[src/rtl/mem_access_ctrl.sv]
// ---------------------------------------------------------------------------
// mem_access_ctrl : single-outstanding load/store controller for the data memory
// Rev 1.0
// ---------------------------------------------------------------------------
`default_nettype none

module mem_access_ctrl #(
  parameter int MEM_LATENCY = 1
) (
  input  logic        clk,
  input  logic        rst,
  input  logic        req_valid,
  output logic        req_ready,
  input  logic        req_we,
  input  logic [63:0] req_addr,
  input  logic [63:0] req_wdata,
  input  logic [1:0]  req_width,
  input  logic        req_signed,
  output logic        rsp_valid,
  input  logic        rsp_ready,
  output logic [63:0] rsp_rdata,
  output logic        rsp_fault,
  output logic        mem_en,
  output logic        mem_wea,
  output logic [63:0] mem_addr,
  output logic [63:0] mem_din,
  output logic [1:0]  mem_bit_width,
  output logic        mem_sign_extend,
  input  logic [63:0] mem_dout
);

  typedef enum logic [1:0] {
    IDLE  = 2'd0,
    ISSUE = 2'd1,
    WAIT  = 2'd2,
    RESP  = 2'd3
  } state_t;

  localparam logic [1:0] CNT_INIT = 2'(MEM_LATENCY - 1);

  state_t      state;
  logic        rq_we;
  logic [63:0] rq_addr;
  logic [63:0] rq_wdata;
  logic [1:0]  rq_width;
  logic        rq_signed;
  logic [1:0]  wait_cnt;
  logic [63:0] rdata_q;
  logic        fault_q;
  logic        ready_q;
  logic        valid_q;
  logic        en_q;
  logic        wea_q;

  // Fault if the access leaves the 20-bit space, including straddling its top.
  logic [3:0]  acc_bytes;
  logic [20:0] last_byte;
  logic        req_fault;

  assign acc_bytes = 4'd1 << req_width;
  assign last_byte = {1'b0, req_addr[19:0]} + {17'd0, acc_bytes} - 21'd1;
  assign req_fault = (|req_addr[63:20]) | last_byte[20];

  always_ff @(posedge clk) begin
    if (rst) begin
      state     <= IDLE;
      rq_we     <= 1'b0;
      rq_addr   <= '0;
      rq_wdata  <= '0;
      rq_width  <= '0;
      rq_signed <= 1'b0;
      wait_cnt  <= '0;
      rdata_q   <= '0;
      fault_q   <= 1'b0;
      ready_q   <= 1'b1;
      valid_q   <= 1'b0;
      en_q      <= 1'b0;
      wea_q     <= 1'b0;
    end else begin
      case (state)
        IDLE: begin
          if (req_valid) begin
            rq_we     <= req_we;
            rq_addr   <= req_addr;
            rq_wdata  <= req_wdata;
            rq_width  <= req_width;
            rq_signed <= req_signed;
            rdata_q   <= '0;
            ready_q   <= 1'b0;
            fault_q   <= req_fault;
            if (req_fault) begin
              state   <= RESP;
              valid_q <= 1'b1;
            end else begin
              state   <= ISSUE;
              en_q    <= 1'b1;
              wea_q   <= req_we;
            end
          end
        end
        ISSUE: begin
          wea_q <= 1'b0;
          if (rq_we) begin
            state   <= RESP;
            en_q    <= 1'b0;
            valid_q <= 1'b1;
          end else begin
            state    <= WAIT;
            wait_cnt <= CNT_INIT;
          end
        end
        WAIT: begin
          if (wait_cnt == 2'd0) begin
            rdata_q <= mem_dout;
            state   <= RESP;
            en_q    <= 1'b0;
            valid_q <= 1'b1;
          end else begin
            wait_cnt <= wait_cnt - 2'd1;
          end
        end
        RESP: begin
          if (rsp_ready) begin
            state   <= IDLE;
            valid_q <= 1'b0;
            ready_q <= 1'b1;
          end
        end
        default: state <= IDLE;
      endcase
    end
  end

  assign req_ready = ready_q;
  assign rsp_valid = valid_q;
  assign rsp_rdata = rdata_q;
  assign rsp_fault = fault_q;

  // Reset gates the strobes immediately so an aborted store cannot write.
  assign mem_en  = en_q & ~rst;
  assign mem_wea = wea_q & ~rst;

  assign mem_addr        = rq_addr;
  assign mem_din         = rq_wdata;
  assign mem_bit_width   = rq_width;
  assign mem_sign_extend = rq_signed;

endmodule

`default_nettype wire

[config.mk]
export PLATFORM = sky130hd
export DESIGN_NAME = mem_access_ctrl
export DESIGN_NICKNAME = d
export VERILOG_FILES = /design/src/rtl/mem_access_ctrl.sv
export SDC_FILE = /design/constraint.sdc
export NUM_CORES = 1
export LEC_CHECK = 0
export BUFFER_PORTS_ARGS = -buffer_cell sky130_fd_sc_hd__clkbuf_2
export CAP_MARGIN = 10
export CORE_AREA = 2 2 154 156
export CTS_CLUSTER_SIZE = 28
export DETAILED_ROUTE_END_ITERATION = 6
export DIE_AREA = 0 0 156 158
export HOLD_SLACK_MARGIN = 0.12
export PLACE_DENSITY_LB_ADDON = 0.25
export SYNTH_ARGS = -nofsm -noshare
export SYNTH_HDL_FRONTEND = slang
export SYNTH_SLANG_ARGS = --single-unit
[constraint.sdc]
create_clock -name clk -period 2.1 [get_ports clk]
set_input_delay 0.105 -clock clk [delete_from_list [all_inputs] [get_ports clk]]
set_output_delay 0.105 -clock clk [all_outputs]
set_load 0.005 [all_outputs]
# Yosys cells after proc, flatten, opt, wreduce, memory -nomap -nowiden
# Cells that the tools add are included.
# classes
shifts	1
add_sub_neg	3
mux	29
n_reduce_logical	16
eq_ne	11
bitwise_logic	4
# op_table
op	n
two-way mux 64 bit	2
case mux 64 bit (2 select lines)	1
OR reduction 44 bit	1
adder 20 x 4 -> 21 bit	1
subtractor 21 x 1 -> 21 bit (second input constant)	1
!= test 2 bit (second input constant)	8
AND reduction 3 bit	5
two-way mux 1 bit	14
two-way mux 2 bit	6
AND reduction 5 bit	2
case mux 2 bit (4 select lines)	1
nonzero test 2 bit	4
== test 2 bit (second input constant)	2
logical NOT 2 bit	2
case mux 1 bit (2 select lines)	2
case mux 1 bit (4 select lines)	1
case mux 2 bit (2 select lines)	1
<< shifter 1 x 2 -> 4 bit (first input constant)	1
case mux 1 bit (3 select lines)	1
nonzero test 3 bit	1
bitwise AND 1 bit	2
== test 2 x 1 -> 1 bit (second input constant)	1
AND reduction 2 bit	1
subtractor 2 x 1 -> 2 bit (second input constant)	1
other kinds (2)	2
# totals
output_inout_bits	200
input_bits	200
wordCells	77
register_bits	205

# Logic depth before layout (Yosys ltp)
# depth
ltp_word	7
mapped_depth	11
mapped_depth_nobuf	11

# Least setup slack after synthesis
# No wires, ideal clock.
# synth_path
path_type	input-to-reg
startpoint	input port req_width[0]
endpoint	register valid_q, in the netlist rsp_valid
t_required_ps	1979
arrival_time_ps	2065
setup_time_ps	121
cell_stages	11
n_path_buf	0
slack_ps	-87
path_cell_list	nand2_1 ha_1 inv_1 ha_1 a21oi_1 o31ai_1 o2bb2ai_1 a211o_4 xnor2_4 a31oi_1 mux2_4
# synth_via
elab_chain_cells	6
# synth_lines
element	line	text
start: declaration	17	input logic [1:0] req_width,
<< shifter 1 x 2 -> 4 bit	60	assign acc_bytes = 4'd1 << req_width;
adder 20 x 4 -> 21 bit	61	assign last_byte = {1'b0, req_addr[19:0]} + {17'd0, acc_bytes} - 21'd1;
subtractor 21 x 1 -> 21 bit	61	
OR 1 bit	62	assign req_fault = (|req_addr[63:20]) | last_byte[20];
!= test 2 bit (no line)	-	
AND reduction 5 bit (no line)	-	
end signal: assignment	76	valid_q <= 1'b0;
end signal: assignment	93	valid_q <= 1'b1;
end signal: assignment	106	valid_q <= 1'b1;
end: declaration	51	logic valid_q;
# Every way passes these cells.
# A chain may end at the register's enable or synchronous reset.

# Worst setup path in the final report
# layout_path
startpoint	input port req_addr[9]
endpoint	register valid_q, in the netlist rsp_valid
# layout_via
elab_chain_cells	5
# layout_lines
element	line	text
start: declaration	15	input logic [63:0] req_addr,
adder 20 x 4 -> 21 bit	61	
subtractor 21 x 1 -> 21 bit	61	
OR 1 bit	62	
!= test 2 bit (no line)	-	
AND reduction 5 bit (no line)	-	
# Every way passes these cells.

==> results by group <==
Outcome
  • Outcome: completed

Setup path
  • Crit-path max FO: 5
  • CP Capture Type: flop
  • Crit-path cells: dlygate4sd3_1 -> clkbuf_2 -> inv_1 -> ha_4 -> nand4_1 -> nor3_1 -> o2bb2ai_1 -> a211o_4 -> xnor2_4 -> a31oi_2 -> mux2_4
  • Worst endpoint data arrival time: 2.45 ns
  • Kind of critical path: primary input to flop
  • Worst Setup Start Kind: primary input
  • CP peak stage delay: 0.53 ns
  • Worst EP required: 2.50 ns
  • CP max-delay cell: dlygate4sd3_1

Clock network
  • Clk_lat worst skew: 0.51 ns
  • Max Root-Sink Buffers: 3
  • CTS buffer count: 24
  • CTS tree: yes
  • H-tree level count: 1
  • Reg clk slew, reported paths: 0.06 ns
  • CTS Root Cell: clkbuf_16
  • # clock sinks: 205

Power and ir drop
  • Leakage: 0.006030 uW
  • Combinational share of power: 32.2%
  • Switching share of power: 33.30%
  • Clock Power Share: 30.9%
  • Seq pwr share: 36.9%
  • Maximum VDD drop: 661.9 uV
  • Internal: 8888 uW
  • Switching power: 4436 uW
  • Pwr/cell area: 1014 mW/mm^2

Yosys
  • Top post-synthesis cells by area: dfxtp_1, nand2_1, a21oi_1
  • Cell Area, Synth: 0.007787 sq mm
  • EDFF count, synth: 0
  • Cell count after synthesis: 947
  • Main synth FF type: dfxtp_1
  • Netlist cell types: 41
  • Seq cells post-synth: 205
  • Register area share after synthesis: 52.70%
  • Mean area per synthesized cell: 8.223 sq um
  • Synthesized Nets: 1173
  • Synth area leader: dfxtp_1
  • Share of the synthesized area in the top cell type: 52.70%
  • Ys Warns: 0
  • Ys async rst share: 0%
  • Top-count cell post-synth: nand2_1
  • Synth top cells by count: nand2_1, dfxtp_1, a21oi_1, nor2_1, a22oi_1

Floorplanning
  • IO Count: 400
  • Horiz. Die Dim: 156 um
  • Die H: 158 um
  • Total die area: 0.02465 sq mm
  • Row count: 56
  • Core ar.: 0.02305 sq mm
  • Initial Util: 33.78%

STA
  • Max transition margin: 63.53%
  • Final setup fails: 0
  • Hold slack: 0.1367 ns
  • Peak Freq: 487.5 MHz
  • RSZ-0062 raised after global routing: true
  • Period Utilization, post-route: 97.68%
  • Max-slew violations: 0
  • Final min period: 2.051 ns
  • Worst-Margin Slew: 0.5471 ns
  • Final hold violation count: 0
  • Setup Skew: 0.01527 ns
  • Final TNS setup: 0 ns

Global route
  • Total track usage: 20.41%
  • Antenna violations before repair: 0
  • GRT Residual Overflow: 0
  • Vias in the first global route: 8323
  • Largest net degree at the start of global routing: 81
  • First-pass GRT wire length: 41.14 mm

Flow run
  • Maxcap violations: 0

Cells and area
  • Non-filler instance count after layout: 1831
  • Layout area overhead: 68.81%
  • FF/Latch Area: 0.004104 sq mm
  • Layout Nets: 1750
  • # diodes: 0
  • Area of the multi-input gates: 0.003506 sq mm
  • Share of cells above drive strength 1: 31.54%
  • Filler Cell Count: 2023

Drt
  • # DRC: 0
  • Vias: 8808
  • Final ANT Viol Nets: 0
  • Vias per cell: 4.810
  • Initial DRC Count: 533
  • Final wirelength: 27.66 mm
  • Wire per inst: 15.11 um
  • TritonRoute pass-1 iters: 7

Placement
  • DPL Wire Length: 17.35 mm
  • Placer congestion estimate: 0.8400
  • Placed cell count: 1586
  • I/O Buffers: 399

Worst hold path
  • Class of the worst hold path: primary input to flop
[kinds of logic (layout without fill, tap and decap cells)]
| logic type | Yosys count | count (layout) | share of synthesized area, % |
|---|---|---|---|
| XOR/XNOR | 1 | 1 | 0.3535 |
| adder cells (fa/ha/maj) | 26 | 26 | 4.177 |
| buffers and inverters | 97 | 691 | 4.708 |
| flip-flops | 205 | 205 | 52.70 |
| multiplexers | 1 | 1 | 0.1927 |
| AND/OR/NAND/NOR | 382 | 382 | 19.70 |
| AO/OA/AOI/OAI | 235 | 235 | 18.17 |
[cell usage in the layout, fill, tap and decap left out, drive strengths merged, types with 3 or more instances in the layout]
cell type	n
a21o	3
a21oi	144
a22oi	66
and2	3
buf	24
clkbuf	427
clkinv	5
dfxtp	205
dlygate4sd3	200
ha	26
inv	31
nand2	276
nand2b	5
nand3	3
nand4	4
nor2	69
nor2b	3
nor3	3
nor4	12
o21ai	4
o31ai	3
[cell type report]
type / instances / area share, %
Timing Repair Buffer: 617 / 32.48
Tap cell: 290 / 2.760
Multi-Input combinational cell: 645 / 26.67
Clock buffer: 35 / 5.425
Sequential cell: 205 / 31.22
Inverter: 31 / 0.8851
Clock inverter: 8 / 0.5615
[flip-flops by register name, summed over array words and instances (netlist names), 2 cells and up]
signal,cells
mem_addr,64
mem_bit_width,2
mem_din,64
rsp_rdata,64
state,2
wait_cnt,2
[what timing repair did]
item	4_1_cts	5_1_grt
setup endpoints to repair	0	6
buffers inserted	0	4
resized for setup	0	22
hold buffers	200	1
hold endpoints to repair	203	1
[routing by layer]
layer / share of wire (%) / GRT usage, % / up-vias / routed length (um)
met1: 39 / 22.99 / 4055 / 10700
li1: - / - / 4327 / -
met2: 50 / 36.60 / 362 / 13820
met4: 3.2 / 7.689 / 0 / 876
met3: 8.2 / 5.858 / 64 / 2265
met5: 0 / 0 / - / 0
[worst paths after layout]
check	start	to	slack [ns]	depth (start not counted)
min	req_valid	mem_bit_width[0]	0.14	4
max reg2reg	state[0]	rsp_valid	0.11	8
min reg2reg	mem_addr[48]	mem_addr[48]	0.45	2
max	req_addr[9]	rsp_valid	0.05	11
[per-stage QoR]
step | instance area [sq um] | power (uW) | setup slack [ns] | util (%)
final | 13150 | 13320 | 0.04865 | 57.03
after global routing | 13150 | 14130 | -0.03952 | 57.03
after CTS | 13000 | 13310 | 0.03237 | 56.39
after detailed placement | 10210 | 8840 | -0.3358 | 44.30
after global placement | 10210 | 8808 | -0.2935 | 44.30
after floorplan | 7840 | 7100 | 0.003756 | -
[power by group through the flow]
| stage | logic [uW] | registers, uW | clock network [uW] |
|---|---|---|---|
| 6_report | 4290 | 4910 | 4120 |
| 5_1_grt | 4750 | 4990 | 4390 |
| 4_1_cts | 4170 | 4900 | 4230 |
| 3_5_place_dp | 3860 | 4980 | 0 |
| 3_3_place_gp | 3850 | 4960 | 0 |
| 2_1_floorplan | 2080 | 5020 | 0 |
[critical path, delay by kind of cell]
kind            cells  cell delay (ns)
compound gates      3             0.73
xor+xnor            1             0.15
fa+ha+maj           1             0.20
buf+inv             3             0.77
mux                 1             0.31
simple gates        2             0.18
(Power assumes the default switching activity.)
